<file path="config.mk">
export PLATFORM = sky130hd
export DESIGN_NAME = fp_int_systolic
export DESIGN_NICKNAME = d
export VERILOG_FILES = /design/src/rtl/fp_int_pkg.sv /design/src/rtl/fp_int_pe.sv /design/src/rtl/fp_int_systolic.sv
export SDC_FILE = /design/constraint.sdc
export NUM_CORES = 2
export LEC_CHECK = 0
export CAP_MARGIN = 25
export CORE_MARGIN = 8
export CORE_UTILIZATION = 61
export DETAILED_ROUTE_END_ITERATION = 7
export GPL_TIMING_DRIVEN = 1
export PLACE_DENSITY = 0.84
export SLEW_MARGIN = 10
export SYNTH_ARGS = -nofsm -noshare
export SYNTH_HDL_FRONTEND = slang
export SYNTH_SLANG_ARGS = --single-unit
</file>
<file path="constraint.sdc">
create_clock -name clk -period 16.52 [get_ports clk]
set_clock_uncertainty 0.2 [all_clocks]
set_input_delay 4.956 -clock clk [delete_from_list [all_inputs] [get_ports clk]]
set_output_delay 4.956 -clock clk [all_outputs]
set_load 0.02 [all_outputs]
</file>
<file path="src/rtl/fp_int_pkg.sv">
// Shared constants and helpers for the FP16 x bit-serial-integer systolic MAC array.
package fp_int_pkg;

  localparam int ACT_WIDTH     = 16;
  localparam int ACC_WIDTH     = 32;
  localparam int EXP_W         = 5;
  localparam int MAN_W         = 10;
  localparam int SIGN_BIT      = ACT_WIDTH - 1;
  localparam int MAX_PRECISION = 8;
  localparam int K_W           = 3;
  localparam int WIDE_W        = 64;

  typedef logic signed [WIDE_W-1:0] wide_t;

  // Aligned signed fixed-point value of an FP16 activation against the shared exponent.
  function automatic wide_t align_fp16(input logic [ACT_WIDTH-1:0] act,
                                       input logic [EXP_W-1:0]     exp_set);
    logic [EXP_W-1:0] e;
    wide_t            mag;
    e   = act[MAN_W +: EXP_W];
    mag = '0;
    mag[MAN_W:0] = {1'b1, act[MAN_W-1:0]};
    if (e == '0)
      return '0;
    if (e >= exp_set)
      mag = mag << (e - exp_set);
    else
      mag = mag >> (exp_set - e);
    return act[SIGN_BIT] ? -mag : mag;
  endfunction

  // Index of the weight MSB for a requested precision, clamped to 1..MAX_PRECISION bits.
  function automatic logic [K_W-1:0] last_bit(input logic [3:0] precision);
    if (precision == 4'd0)
      return '0;
    if (precision > 4'(MAX_PRECISION))
      return K_W'(MAX_PRECISION - 1);
    return K_W'(precision - 4'd1);
  endfunction

endpackage

</file>
<file path="src/rtl/fp_int_pe.sv">
// Single PE: FP16 alignment, bit-serial signed-weight MAC and pass-through registers.
// Define SATURATE_EN to clamp the accumulator instead of wrapping.
module fp_int_pe
  import fp_int_pkg::*;
(
  input  logic                 clk,
  input  logic                 rst,
  input  logic [ACT_WIDTH-1:0] act,
  input  logic                 w,
  input  logic                 active,
  input  logic [K_W-1:0]       k_last,
  input  logic [EXP_W-1:0]     exp_set,
  output logic [ACT_WIDTH-1:0] act_pass,
  output logic                 w_pass,
  output logic                 active_pass,
  output logic [EXP_W-1:0]     exp_out,
  output logic [ACC_WIDTH-1:0] acc
);

  logic [K_W-1:0]       k;
  wide_t                a_hold;
  wide_t                a_now;
  wide_t                a_use;
  logic [ACC_WIDTH-1:0] base;
  logic [ACC_WIDTH-1:0] acc_next;

`ifdef SATURATE_EN
  localparam wide_t SAT_MAX = (wide_t'(1) <<< (ACC_WIDTH - 1)) - wide_t'(1);
  localparam wide_t SAT_MIN = -(wide_t'(1) <<< (ACC_WIDTH - 1));
  wide_t sum;
`else
  logic [ACC_WIDTH-1:0] term;
`endif

  // active_pass is the previous cycle's active, so a low value marks the first cycle of a job.
  always_comb begin
    a_now    = align_fp16(act, exp_set);
    a_use    = (k == '0) ? a_now : a_hold;
    base     = active_pass ? acc : '0;
    acc_next = base;
`ifdef SATURATE_EN
    sum = {{(WIDE_W-ACC_WIDTH){base[ACC_WIDTH-1]}}, base};
    if (w)
      sum = (k == k_last) ? sum - (a_use <<< k) : sum + (a_use <<< k);
    if (sum > SAT_MAX)
      acc_next = SAT_MAX[ACC_WIDTH-1:0];
    else if (sum < SAT_MIN)
      acc_next = SAT_MIN[ACC_WIDTH-1:0];
    else
      acc_next = sum[ACC_WIDTH-1:0];
`else
    term = ACC_WIDTH'(a_use <<< k);
    if (w)
      acc_next = (k == k_last) ? base - term : base + term;
`endif
  end

  always_ff @(posedge clk or posedge rst) begin
    if (rst) begin
      act_pass    <= '0;
      w_pass      <= 1'b0;
      active_pass <= 1'b0;
      k           <= '0;
      a_hold      <= '0;
      exp_out     <= '0;
      acc         <= '0;
    end else begin
      act_pass    <= act;
      w_pass      <= w;
      active_pass <= active;
      if (active) begin
        k <= (k >= k_last) ? '0 : k + 1'b1;
        if (k == '0)
          a_hold <= a_now;
        if (!active_pass)
          exp_out <= exp_set;
        acc <= acc_next;
      end else begin
        k <= '0;
      end
    end
  end

endmodule

</file>
<file path="src/rtl/fp_int_systolic.sv">
// N x N FP16-activation x bit-serial-weight systolic array with edge skew and done detect.
// Optional SATURATE_EN (see fp_int_pe) clamps accumulators; exp_set/precision are job-static.
module fp_int_systolic
  import fp_int_pkg::*;
#(
  parameter int N = 2
) (
  input  logic                       clk,
  input  logic                       rst,
  input  logic                       active,
  input  logic [3:0]                 precision,
  input  logic [EXP_W-1:0]           exp_set,
  input  logic [N*ACT_WIDTH-1:0]     act_in,
  input  logic [N-1:0]               w_in,
  output logic                       done,
  output logic [N*N*EXP_W-1:0]       exp_out,
  output logic [N*N*ACC_WIDTH-1:0]   acc_out
);

  logic [ACT_WIDTH-1:0] h_act    [N][N+1];
  logic                 h_active [N][N+1];
  logic                 v_w      [N+1][N];
  logic [K_W-1:0]       k_last;

  assign k_last = last_bit(precision);

  // Edge e carries row e's {active, activation} and column e's weight bit, delayed e cycles.
  for (genvar e = 0; e < N; e++) begin : g_edge
    if (e == 0) begin : g_direct
      assign h_act[0][0]    = act_in[0 +: ACT_WIDTH];
      assign h_active[0][0] = active;
      assign v_w[0][0]      = w_in[0];
    end else begin : g_skew
      logic [ACT_WIDTH+1:0] dly [e];
      always_ff @(posedge clk or posedge rst) begin
        if (rst) begin
          for (int d = 0; d < e; d++)
            dly[d] <= '0;
        end else begin
          dly[0] <= {active, act_in[e*ACT_WIDTH +: ACT_WIDTH], w_in[e]};
          for (int d = 1; d < e; d++)
            dly[d] <= dly[d-1];
        end
      end
      assign h_active[e][0] = dly[e-1][ACT_WIDTH+1];
      assign h_act[e][0]    = dly[e-1][ACT_WIDTH:1];
      assign v_w[0][e]      = dly[e-1][0];
    end
  end

  for (genvar i = 0; i < N; i++) begin : g_row
    for (genvar j = 0; j < N; j++) begin : g_col
      fp_int_pe u_pe (
        .clk         (clk),
        .rst         (rst),
        .act         (h_act[i][j]),
        .w           (v_w[i][j]),
        .active      (h_active[i][j]),
        .k_last      (k_last),
        .exp_set     (exp_set),
        .act_pass    (h_act[i][j+1]),
        .w_pass      (v_w[i+1][j]),
        .active_pass (h_active[i][j+1]),
        .exp_out     (exp_out[(i*N+j)*EXP_W +: EXP_W]),
        .acc         (acc_out[(i*N+j)*ACC_WIDTH +: ACC_WIDTH])
      );
    end
  end

  // The last PE's pass-through active is its own previous active, giving the 1->0 edge.
  always_ff @(posedge clk or posedge rst) begin
    if (rst)
      done <= 1'b0;
    else if (active)
      done <= 1'b0;
    else if (!h_active[N-1][N-1] && h_active[N-1][N])
      done <= 1'b1;
  end

endmodule

</file>
* Yosys cells after proc, flatten, opt, wreduce, memory -nomap -nowiden
Cells that the tools add are included.
** Storage, ports and cells
- Register bits :: 473
- Bits of input ports :: 46
- Logic and storage cells :: 153
** Operators by class
- Add/subtract/negate cells :: 25
- $lt $le $gt $ge :: 9
- Equality and inequality tests :: 4
- Shifts and indexed selects :: 12
- Muxes and demuxes :: 57
- Bitwise operators :: 4
- Reductions and logical operators :: 16
** Operators with widths (number)
- 64-bit 2-to-1 mux :: 24
- 32-bit 2-to-1 mux :: 12
- 64-bit negator :: 4
- 11-bit by 5-bit left shift with 64-bit output :: 4
- 11-bit by 5-bit right shift with 64-bit output :: 4
- 64-bit by 3-bit <<< shifter with 32-bit output :: 4
- 32-bit adder :: 4
- 32-bit subtractor :: 4
- 5-bit subtractor :: 8
- 3-bit 2-to-1 mux :: 12
- 5-bit >= comparator :: 4
- 5-bit zero test :: 4
- 3-bit by 1-bit adder with 3-bit output, second input constant :: 4
- 3-bit equality test :: 4
- 3-bit >= comparator :: 4
- 3-bit zero test :: 4
- 1-bit 2-to-1 mux :: 9
- 2-bit AND reduction :: 4
- 4-bit > comparator, second input constant :: 1
- 4-bit zero test :: 1
- 1-bit NOT :: 4
- 3-bit by 1-bit subtractor with 3-bit output, second input constant :: 1
- 2-bit nonzero test :: 1
- 1-bit logical AND :: 1
- 1-bit zero test :: 1

* Logic depth before layout (Yosys ltp)
- Depth in word-level cells :: 12
- Depth in mapped cells :: 42

* Cells and area by module
A second synthesis with hierarchy kept.
** Unflattened totals
- Cell total of the unflattened synthesis :: 5538
- Area total of the unflattened synthesis :: 44191.1 µm²
** By module, submodules not included
- fp_int_pe at g_row[0].g_col[0].u_pe ... :: times used 3, cells an instance 1398, area each 11040.6 µm², seq. area each 2252.2 µm²
- fp_int_pe at g_row[1].g_col[1].u_pe :: times used 1, cells an instance 1312, area each 10503.8 µm², seq. area each 2252.2 µm²
- fp_int_systolic :: times used 1, cells an instance 32, area each 565.5 µm², seq. area each 475.5 µm²

* Worst setup path before layout
No wires, ideal clock.
- Path type :: input to register
- Start :: in exp_set[0]
- End :: reg g_row[1].g_col[0].u_pe.acc[31]
- Library setup time :: 123 ps
- Data arrival time :: 12501 ps
- Required time :: 16197 ps
- Setup slack :: 3696 ps
- Cell stages on the path :: 38
- Buffers on the path :: 2
- Cells stage by stage :: inv_1 > ha_1 > fa_1 > clkbuf_1 > mux4_2 > mux2i_1 > a21oi_1 > a41oi_1 > o22ai_1 > inv_1 > ha_1 > nand3_1 > or4_1 > buf_2 > o31ai_2 > xnor2_1 > a221oi_1 > o22ai_1 > (+2 left out) > or3_1 > nand2_1 > xnor2_1 > ha_1 > or2_2 > a21oi_1 > a31oi_1 > a21oi_1 > a21oi_1 > a221oi_1 > nor2_1 > o21a_1 > o21ai_0 > nand2b_1 > a21oi_1 > xnor3_1 > nor2_1 > xnor2_1
** On the way
- Cells in the longest elaborated chain, start to end :: 12
- Elaborated cells between the ends (all ways) :: 16
** Ends and longest elaborated chain
- start, declared :: line fp_int_systolic.sv:12 : input logic [EXP_W-1:0] exp_set,
- 5-bit subtractor (on tied branches) :: line fp_int_pkg.sv:28, fp_int_pkg.sv:26
- 11-bit by 5-bit right shift with 64-bit output / 11-bit by 5-bit left shift with 64-bit output (equally long branches) :: line fp_int_pkg.sv:28, fp_int_pkg.sv:26
- 64-bit 2-to-1 mux * (2 in series) :: line fp_int_pkg.sv:25 : if (e >= exp_set)
- 64-bit negator :: line fp_int_pkg.sv:29 : return act[SIGN_BIT] ? -mag : mag;
- 64-bit 2-to-1 mux * :: line fp_int_pkg.sv:29
- 64-bit 2-to-1 mux * :: line fp_int_pkg.sv:25
- 64-bit 2-to-1 mux * :: line fp_int_pe.sv:38 : a_use = (k == '0) ? a_now : a_hold;
- 64-bit by 3-bit <<< shifter with 32-bit output * :: line fp_int_pe.sv:52 : term = ACC_WIDTH'(a_use <<< k);
- 32-bit adder / 32-bit subtractor (equally long branches) :: line fp_int_pe.sv:54 : acc_next = (k == k_last) ? base - term : base + term;
- 32-bit 2-to-1 mux * :: line fp_int_pe.sv:54
- 32-bit 2-to-1 mux * :: line fp_int_pe.sv:53 : if (w)
- end signal, assigned :: line fp_int_pe.sv:77 : acc <= acc_next;
- end, declared :: line fp_int_pe.sv:17 : output logic [ACC_WIDTH-1:0] acc
Every way passes the cells marked *; elsewhere a longest branch is shown, timed or not. The select of a mux whose other input is x is not followed.
A chain may end at the register's enable or synchronous reset.

* Final worst setup path
- Start :: in exp_set[1]
- End :: reg g_row[0].g_col[0].u_pe.acc[31]
** On the way
- Cells in the longest elaborated chain, start to end :: 12
- Elaborated cells between the ends (all ways) :: 16
** Ends and longest elaborated chain (line)
- 5-bit subtractor (on tied branches) :: fp_int_pkg.sv:28, fp_int_pkg.sv:26
- 11-bit by 5-bit right shift with 64-bit output / 11-bit by 5-bit left shift with 64-bit output (equally long branches) :: fp_int_pkg.sv:28, fp_int_pkg.sv:26
- 64-bit 2-to-1 mux * (2 in series) :: fp_int_pkg.sv:25
- 64-bit negator :: fp_int_pkg.sv:29
- 64-bit 2-to-1 mux * :: fp_int_pkg.sv:29
- 64-bit 2-to-1 mux * :: fp_int_pkg.sv:25
- 64-bit 2-to-1 mux * :: fp_int_pe.sv:38
- 64-bit by 3-bit <<< shifter with 32-bit output * :: fp_int_pe.sv:52
- 32-bit adder / 32-bit subtractor (equally long branches) :: fp_int_pe.sv:54
- 32-bit 2-to-1 mux * :: fp_int_pe.sv:54
- 32-bit 2-to-1 mux * :: fp_int_pe.sv:53
- end signal, assigned :: fp_int_pe.sv:77
- end, declared :: fp_int_pe.sv:17
Marked as above.

==> flow_summary.ini <==
[run_status]
status = finished, violations left
failed_checks = design-rule violations

[final_layout]
final_area_mm2 = 0.0457
fillers = 5867
drive_above_1_share_pct = 7.49
multi_input_area_mm2 = 0.0314
seqCellArea_mm2 = 0.00846
area.growth.synth_to_final_pct = 9.73
final_util_pct = 67.2
layout.nets = 5711

[pwr]
swShare_pct = 50.4
seq_power_share_pct = 16.1
finalPower_mw = 8.29
ir_drop_uv = 157
p_leak_nw = 19.1
power_per_cell_area_mw_per_mm2 = 181
clkPwrFrac_pct = 13.1
intPower_mw = 4.12
p_comb_share_pct = 70.8
p_switching_mw = 4.18

[floorplanning]
start_util_pct = 61.2
row_count = 96
dieArea_mm2 = 0.0770
die_w_um = 277
core-area_mm2 = 0.0681
io_pins = 195
die_y_um = 277

[drt]
drc_errors = 9
drtPass1Iterations = 8
routed_wl_mm = 143
detail_route.wl_per_cell_um = 22.5
vias = 45100
ant_nets = 0
drtIter0Drc = 5428
vias_per_cell = 7.06

[setup_path]
cp_slowest_cell = fa_1
critPathKind = in -> reg
required_ns = 16.84
crit_path_end_kind = flop
cpLargestDelayFamily = compound AO/OA/AOI/OAI gates
cp_max_fo = 15
slowest_delay_ns = 1.02
crit_buf_inv = 6
crit_path_start_kind = input pin
cp.arrival_ns = 14.95

[global_route]
grt_pass1_vias = 41600
grt_max_degree = 172
antenna_found_initial = 14
grt.overflow.total = 0
grt_pass1_wl_mm = 228
grt_usage_pct = 35.3

[worst_hold_path]
hold_path_class = reg -> reg

[sta]
final_hold_viol_count = 0
rsz0062_at_grt = false
post-route-min-period_ns = 14.63
worst_pin_slew_ns = 1.09
slew_violations = 0
slew_headroom_pct = 27.2
finalSetupTns_ns = 0
setup_ws_ns = 1.89
timing.final.crit_share_pct = 88.6
setup_violations = 0
max_freq_mhz = 68.3

[clock_tree]
path_clk_slew_ns = 0.06
post_cts_resized = 0
cts_made_buffers = 45
post_cts.repair.setup_buffers = 0
holdBufCountCts = 0
clockBufferDepth = 3
cts_tree = built
cts_root_buf = clkbuf_16
clk-insertion-delay-late_ns = 0.61
clock-sinks = 338
htreeDepth = 2

[place]
placed_cell_area_mm2 = 0.0441
place.gp.congestion = 1.02
place_ws_ns = 1.68
port_buffers = 194
dpl.hpwl_mm = 105

[logic_synthesis]
yosysSeqAreaShare_pct = 20.3
yosys_most_used_dff = dfrtp_1
ys_types = 122
synth_common_cells = nand2_1 (650), nor2_1 (497), o21ai_0 (415), a21oi_1 (363), dfrtp_1 (338)
synth-async-reset-ratio_pct = 100
synth_edf_count = 0
synth_top_area_share_pct = 20.3
netlist_area_mm2 = 0.0417
synth_most_common_cell = nand2_1
synthTopCellsByArea = dfrtp_1 (20%), nand2_1 (5.9%), ha_1 (5.7%)
synthCells = 5457
ys_seq_elements = 338
avgSynthCellArea_um2 = 7.64
synth_nets = 5704
yosysTopAreaCell = dfrtp_1
yosys_warnings = 0

[flow_run]
drv_cap = 0
==> sequential cells by signal, summed over array words and instances, names as in the netlist <==
signal,cells
g_row.g_col.u_pe.w_pass,2
g_row.g_col.u_pe.exp_out,15
done,1
g_row.g_col.u_pe.k,12
g_edge.g_skew.dly,18
g_row.g_col.u_pe.act_pass,32
g_row.g_col.u_pe.acc,128
g_row.g_col.u_pe.active_pass,2
g_row.g_col.u_pe.a_hold,128
==> final cells by class <==
cell class / count / area share (%)
Antenna cell: 5 / 0.0274
Tap cell: 882 / 2.41
Timing Repair Buffer: 283 / 5.77
Multi-Input combinational cell: 4663 / 68.7
Clock inverter: 24 / 0.673
Clock buffer: 58 / 2.84
Sequential cell: 338 / 18.5
Inverter: 133 / 1.11
==> metrics by stage <==
stage                     instances  hold slack [ns]
final                          6386            0.271
after global placement         6295            0.255
after floorplan                5457            0.172
after detailed placement       6296            0.249
after CTS                      6378            0.263
after global routing           6383            0.278
==> worst paths after layout <==
check	depth (start not counted)	start	slack, ns	endpoint
worst min-delay path	0	g_edge[1].g_skew.dly[11]	0.27	g_row[1].g_col[0].u_pe.act_pass[10]
worst min register to register	0	g_edge[1].g_skew.dly[11]	0.27	g_row[1].g_col[0].u_pe.act_pass[10]
max in group asynchronous	3	rst	9.72	g_row[0].g_col[1].u_pe.active_pass
min in group asynchronous	2	rst	4.72	g_row[0].g_col[0].u_pe.a_hold[29]
worst max register to register	33	g_row[1].g_col[0].u_pe.k[0]	6.66	g_row[1].g_col[0].u_pe.acc[31]
worst max-delay path	38	exp_set[1]	1.89	g_row[0].g_col[0].u_pe.acc[31]
==> layer usage <==
metal	track usage (%)	vias to the layer above	part of all wire [%]
li1	-	20600	-
met1	46.1	21300	40
met2	56.6	2703	45
met3	7.52	490	11
met4	14.2	18	4.6
met5	0	-	0.086
==> cell families (layout without fill, tap and decap cells) <==
family                     count (synthesis)  after routing  synth area share (%)
AOI/OAI and AO/OA                       1784           1784                  29.2
DFF                                      338            338                  20.3
xor gates and xnor gates                 300            300                  6.40
and+or+nand+nor                         2122           2122                  24.9
adders and majority gates                202            202                  6.27
other                                      0              5                     0
buffers and inverters                    456            498                  4.43
muxes                                    255            255                  8.53
==> placed cells by master (no fill, tap or decap), drive strengths merged, types with 109 or more instances in the layout <==
master / instances
xnor2: 160
o21ai: 423
ha: 189
clkdlybuf4s50: 193
and2: 179
a21oi: 364
mux2i: 109
dfrtp: 338
nand3: 145
nor2: 498
xor2: 137
nor3: 152
nand2: 651
inv: 130
==> power groups by stage <==
| stage | sequential [mW] | clock (mW) | combinational (mW) |
|---|---|---|---|
| after global placement | 1.32 | 0 | 5.58 |
| after floorplan | 1.43 | 0 | 4.15 |
| after CTS | 1.33 | 1.10 | 5.74 |
| after global routing | 1.36 | 1.13 | 6.38 |
| after detailed placement | 1.33 | 0 | 5.68 |
| final | 1.33 | 1.09 | 5.87 |
Power figures use the tool's default switching activity.
